===== src/rtl/irs3_reg_loader.sv =====
// Serial loader for the IRS3 configuration register: snapshots 13 shadow fields into a
// 145-bit frame and bit-bangs it MSB first. Optional readback check under IRS3_READBACK_EN.
module irs3_reg_loader #(
  parameter int unsigned CLKDIV = 4
) (
  input  logic        SCLK,
  input  logic        TSTCLR,
  input  logic        wr_en,
  input  logic [3:0]  wr_addr,
  input  logic [11:0] wr_dat,
  input  logic        start,
  input  logic        start_clr,
  input  logic        irs_shout,
  output logic        irs_sin,
  output logic        irs_sclk,
  output logic        irs_pclk,
  output logic        irs_regclr,
  output logic        busy,
  output logic        done,
  output logic        rb_valid,
  output logic        rb_ok
);

  localparam int unsigned FRAME_W = 145;
  localparam int unsigned NFIELD  = 13;
  localparam int unsigned DIV_W   = 9;
  localparam int unsigned BIT_W   = 8;
  localparam logic [DIV_W-1:0] PH_LAST   = DIV_W'(CLKDIV - 1);
  localparam logic [DIV_W-1:0] LONG_LAST = DIV_W'(2 * CLKDIV - 1);
  localparam logic [BIT_W-1:0] BIT_TOP   = BIT_W'(FRAME_W - 1);

  typedef enum logic [2:0] {IDLE, CLR, SHIFT_LO, SHIFT_HI, LATCH, DONE} state_t;

  state_t             state_q, state_d;
  logic [DIV_W-1:0]   div_q, div_d;
  logic [BIT_W-1:0]   bit_q, bit_d;
  logic [FRAME_W-1:0] frame_q, frame_d, frame_snap;
  logic               sgn_q;
  logic [11:0]        field_q [1:NFIELD-1];
  logic               sin_d, sclk_d, pclk_d, regclr_d, busy_d, done_d;

  // Shadow fields; writable at any time, only sampled into the frame on an accepted start
  always_ff @(posedge SCLK or posedge TSTCLR) begin
    if (TSTCLR) begin
      sgn_q <= 1'b0;
      for (int i = 1; i < NFIELD; i++) field_q[i] <= '0;
    end else if (wr_en && (wr_addr < 4'(NFIELD))) begin
      if (wr_addr == 4'd0) sgn_q <= wr_dat[0];
      else                 field_q[wr_addr] <= wr_dat;
    end
  end

  // Field a (1..12) occupies frame bits [12a:12a-11]
  always_comb begin
    frame_snap[0] = sgn_q;
    for (int a = 1; a < NFIELD; a++) frame_snap[12*a-11 +: 12] = field_q[a];
  end

  always_comb begin
    state_d = state_q;
    div_d   = div_q;
    bit_d   = bit_q;
    frame_d = frame_q;
    case (state_q)
      IDLE: begin
        if (start) begin
          state_d = start_clr ? CLR : SHIFT_LO;
          div_d   = '0;
          bit_d   = BIT_TOP;
          frame_d = frame_snap;
        end
      end
      CLR: begin
        if (div_q == LONG_LAST) begin
          state_d = SHIFT_LO;
          div_d   = '0;
        end else div_d = div_q + 1'b1;
      end
      SHIFT_LO: begin
        if (div_q == PH_LAST) begin
          state_d = SHIFT_HI;
          div_d   = '0;
        end else div_d = div_q + 1'b1;
      end
      SHIFT_HI: begin
        if (div_q == PH_LAST) begin
          div_d = '0;
          if (bit_q == '0) state_d = LATCH;
          else begin
            state_d = SHIFT_LO;
            bit_d   = bit_q - 8'd1;
          end
        end else div_d = div_q + 1'b1;
      end
      LATCH: begin
        if (div_q == LONG_LAST) begin
          state_d = DONE;
          div_d   = '0;
        end else div_d = div_q + 1'b1;
      end
      DONE:    state_d = IDLE;
      default: state_d = IDLE;
    endcase

    // Outputs are registered copies of what the next state implies
    busy_d   = (state_d != IDLE);
    done_d   = (state_d == DONE);
    sclk_d   = (state_d == SHIFT_HI);
    pclk_d   = (state_d == LATCH);
    regclr_d = (state_d == CLR);
    sin_d    = ((state_d == SHIFT_LO) || (state_d == SHIFT_HI)) ? frame_d[bit_d] : 1'b0;
  end

  always_ff @(posedge SCLK or posedge TSTCLR) begin
    if (TSTCLR) begin
      state_q    <= IDLE;
      div_q      <= '0;
      bit_q      <= '0;
      frame_q    <= '0;
      irs_sin    <= 1'b0;
      irs_sclk   <= 1'b0;
      irs_pclk   <= 1'b0;
      irs_regclr <= 1'b0;
      busy       <= 1'b0;
      done       <= 1'b0;
    end else begin
      state_q    <= state_d;
      div_q      <= div_d;
      bit_q      <= bit_d;
      frame_q    <= frame_d;
      irs_sin    <= sin_d;
      irs_sclk   <= sclk_d;
      irs_pclk   <= pclk_d;
      irs_regclr <= regclr_d;
      busy       <= busy_d;
      done       <= done_d;
    end
  end

`ifdef IRS3_READBACK_EN
  logic [FRAME_W-1:0] capture_q, expected_q;
  logic               clr_q;
  logic               sclk_rise;

  // SHOUT is sampled on the same edge that drives irs_sclk high, i.e. before the chip shifts
  assign sclk_rise = (state_q == SHIFT_LO) && (state_d == SHIFT_HI);

  always_ff @(posedge SCLK or posedge TSTCLR) begin
    if (TSTCLR) begin
      capture_q  <= '0;
      expected_q <= '0;
      clr_q      <= 1'b0;
      rb_valid   <= 1'b0;
      rb_ok      <= 1'b0;
    end else begin
      if ((state_q == IDLE) && start) begin
        rb_valid <= 1'b0;
        clr_q    <= start_clr;
      end
      if (sclk_rise) capture_q[bit_q] <= irs_shout;
      if (state_d == DONE) begin
        rb_valid   <= 1'b1;
        rb_ok      <= (capture_q == (clr_q ? FRAME_W'(0) : expected_q));
        expected_q <= frame_q;
      end
    end
  end
`else
  logic unused_shout;
  assign unused_shout = irs_shout;
  assign rb_valid     = 1'b0;
  assign rb_ok        = 1'b0;
`endif

endmodule


===== config.mk =====
export PLATFORM = sky130hd
export DESIGN_NAME = irs3_reg_loader
export DESIGN_NICKNAME = d
export VERILOG_FILES = /design/src/rtl/irs3_reg_loader.sv
export SDC_FILE = /design/constraint.sdc
export NUM_CORES = 1
export LEC_CHECK = 0
export CORE_ASPECT_RATIO = 1.25
export CORE_UTILIZATION = 64
export CTS_BUF_LIST = sky130_fd_sc_hd__clkbuf_4
export CTS_CLUSTER_DIAMETER = 100
export DETAILED_ROUTE_END_ITERATION = 6
export GPL_TIMING_DRIVEN = 0
export PLACE_DENSITY = 0.78
export SKIP_LAST_GASP = 1
export SLEW_MARGIN = 0
export SYNTH_ARGS = -nofsm -noshare
export SYNTH_HDL_FRONTEND = slang
export SYNTH_SLANG_ARGS = --single-unit

===== constraint.sdc =====
create_clock -name SCLK -period 11.6 [get_ports SCLK]
set_input_delay 1.16 -clock SCLK [delete_from_list [all_inputs] [get_ports SCLK]]
set_output_delay 1.16 -clock SCLK [all_outputs]
set_load 0.1 [all_outputs]

==> impl_metrics.ini <==
[power_and_ir_drop]
power_density_nw_per_um2 = 151.1
power_switching_share = 0.2331
vdd_ir_drop_max_v = 0.0001159
power.switching_mw = 0.5471
static-leakage-power_nw = 7.064
share_clk_of_total_power = 0.384
p_int_mw = 1.800
p_comb_frac = 0.073
finalPower_mw = 2.347
p_seq_frac = 0.543

[worst_setup_path]
worstPathArrival_ps = 4620
crit_path_top_delay_cell = clkdlybuf4s50_1
max_stage_delay_ps = 500
crit_path_most_repeated_cell = buf_2
worst_path_dominant_cell_family = buffers and inverters
crit_path_end_kind = flip-flop
worst_r2r_path_depth = 13
worst_ep_required_time_ps = 12090
crit-reg2reg-capture = irs_sin
timing.critical_path.from_type = input pin
worst-path-buf-inv = 3
worstPathMaxFanout = 10
worst_r2r_startpoint = div_q[0]
setup.worst_path.class = in -> reg
rrSetupSlack_ps = 7710
cp_cell_sequence = clkdlybuf4s50_1 > or3b_4 > nor2_4 > buf_2 > buf_2 > mux2_2 > mux2i_1 > o22a_1 > nand4_1 > o211ai_1 > o211a_1 > o41ai_2

[flow_run]
drv_cap = 0

[cts]
tritoncts = done
clock_sink_count = 316
cts_setup_buffers = 0
clock_edge_transition_at_the_registers_on_the_reported_setup_and_hold_paths_ps = 60
cts_root_buf = clkbuf_4
ctsLongestPathBuffers = 3
cts_made_buffers = 78
clock_tree.htree_level_count = 3
post_cts.resized_instances = 0
worst_skew_pair.late_latency_ps = 690
postCtsHoldBufs = 0

[die]
die_height_um = 166.9
core_um2 = 21470
ios = 30
die_width_um = 134.0
initial_core_util = 0.6487
rows = 60
dieArea_um2 = 22360

[detailed_routing]
dr_total_vias = 8717
routedLengthMet1_um = 13920
final_antenna_net_count = 0
route.top_layer_used = met4
met3_layer_wire_length_in_the_routed_design_um = 1840
dr.first_iter.drc_count = 526
vias_per_cell = 6.109
met2_wirelength_um = 15690
overall_routed_net_length_um = 32490
dr.pass1.iters = 5
route.detailed.wl_per_inst_um = 22.77
drc = 0

[sta]
post-route-min-period_ps = 4134
timing.final.crit_share = 0.3564
achievable-frequency_mhz = 241.9
worst_slew_pin_slew_ps = 1098
finalSetupViolations = 0
final.hold.worst_slack_ps = 493.2
slew_headroom = 0.2677
fin_worst_skew_ps = 53.77
fin_hold_viols = 0
maxSlewViolCount = 0
unrepaired_setup_endpoints_after_global_routing = no

[synth]
ys_seq_elements = 316
synth-async-reset-ratio = 1.000
syn_inst = 1001
seq_area_frac_synth = 0.5677
number_of_enable_type_register_cells_in_the_synthesized_netlist = 0
synthesis.area_um2 = 13930
yosys_warnings = 0
synthesis.area_per_instance_um2 = 13.91
synth_cell_type_count = 69
ys.flop_type = dfrtp_1

[min_path]
whs_endpoint = frame_q[64]
min_from = frame_q[64]
count_of_cells_along_the_worst_hold_path = 1
worstHoldPathType = reg -> reg

[place]
portBuffers = 26
dp.final_hpwl_um = 21610
globalplace.congestion = 0.9176

[layout]
synthToLayoutAreaGrowth_pct = 11.52
final_common_cell = dfrtp_1
commonest_cells_after_routing_fill_and_taps_aside = dfrtp_1 (316), mux2_2 (296), clkbuf_4 (106), mux2i_1 (58)
final-seq-area_um2 = 7908
fin_nets = 1135
fill_cells = 1574
combined_area_of_the_multi_input_logic_cells_um2 = 5587
post_route_cells_drive_above_1_share = 0.4124

[global_routing]
grt_pass1_vias = 9051
grt_start_max_net_pins = 133
grtUsageTotal = 0.3057
grt_remaining_overflow = 0
grt_first_pass_wirelength_um = 50870
grt_antenna_before_repair = 1

[run_status]
run_status = complete, no violations
power by group through the flow:
stage,Sequential [mW],Combinational [mW],Clock [mW]
after detailed placement,1.29,0.173,0
after floorplan,1.28,0.132,0
final,1.28,0.171,0.901
after CTS,1.27,0.173,0.919
after global routing,1.29,0.187,0.977
after global placement,1.29,0.162,0
kinds of logic after synthesis:
kind of cell,count (synthesis),share of synthesized area
AOI/OAI and AO/OA,100,0.05300
xor gates and xnor gates,2,0.001258
adders and majority gates,3,0.002695
buffers and inverters,76,0.03144
DFF,316,0.5677
muxes,354,0.2810
other,1,0.0002692
and+or+nand+nor,149,0.06261
state kept, by name, indices dropped and copies added, names as in the netlist, 3 cells and up:
| register | flops |
|---|---|
| bit_q | 8 |
| div_q | 9 |
| field_q | 144 |
| frame_q | 145 |
| state_q | 3 |
cell usage after synthesis, types with 10 or more instances:
master,count,area share
dfrtp_1,316,0.57
mux2_2,296,0.24
mux2i_1,58,0.042
nor2_1,26,0.0070
clkbuf_1,25,0.0067
nand2_1,25,0.0067
nand2b_1,19,0.0085
o21ai_0,17,0.0061
buf_2,13,0.0047
inv_1,13,0.0035
o211ai_1,11,0.0059
or2_2,11,0.0049
a21oi_1,10,0.0036
buf_4,10,0.0054
nand3_1,10,0.0036
stage by stage:
| stage | setup slack (ps) | setup TNS [ps] | cells | instance area, um^2 | utilization |
|---|---|---|---|---|---|
| floorplan | 1697 | 0 | 1002 | 13930 | - |
| global placement | -1801 | -562170 | 1307 | 14540 | 0.6773 |
| detailed placement | 6868 | 0 | 1309 | 14600 | 0.6802 |
| CTS | 7540 | 0 | 1426 | 15530 | 0.7233 |
| global route | 7458 | 0 | 1427 | 15530 | 0.7234 |
| finish | 7466 | 0 | 1427 | 15530 | 0.7234 |
worst max path at each step:
stage / start / endpoint / slack [ps] / depth (start not counted)
4_1_cts: start / irs_sin / 7540 / 13
2_1_floorplan: TSTCLR / bit_q[0] / 1700 / 1
6_report: start / irs_sin / 7470 / 12
5_1_grt: start / irs_sin / 7460 / 12
3_3_place_gp: TSTCLR / field_q[13] / -1800 / 2
3_5_place_dp: start / irs_sin / 6870 / 13
final cells by class:
type,instances,share of cell area
clock inverters,11,0.008378
flip-flops and latches,316,0.5091
clock buffers,106,0.05123
inverters,15,0.004189
plain buffers,61,0.02449
repair buffers,28,0.02030
multi-input cells,610,0.3597
diodes,1,0.0001611
well taps,279,0.02247
per-layer routing:
| layer | global-route usage | up-vias |
|---|---|---|
| met5 | 0 | - |
| met4 | 0.1245 | 0 |
| met3 | 0.06454 | 69 |
| met2 | 0.4884 | 300 |
| met1 | 0.4076 | 4488 |
| li1 | - | 3860 |
(Power assumes the default switching activity.)
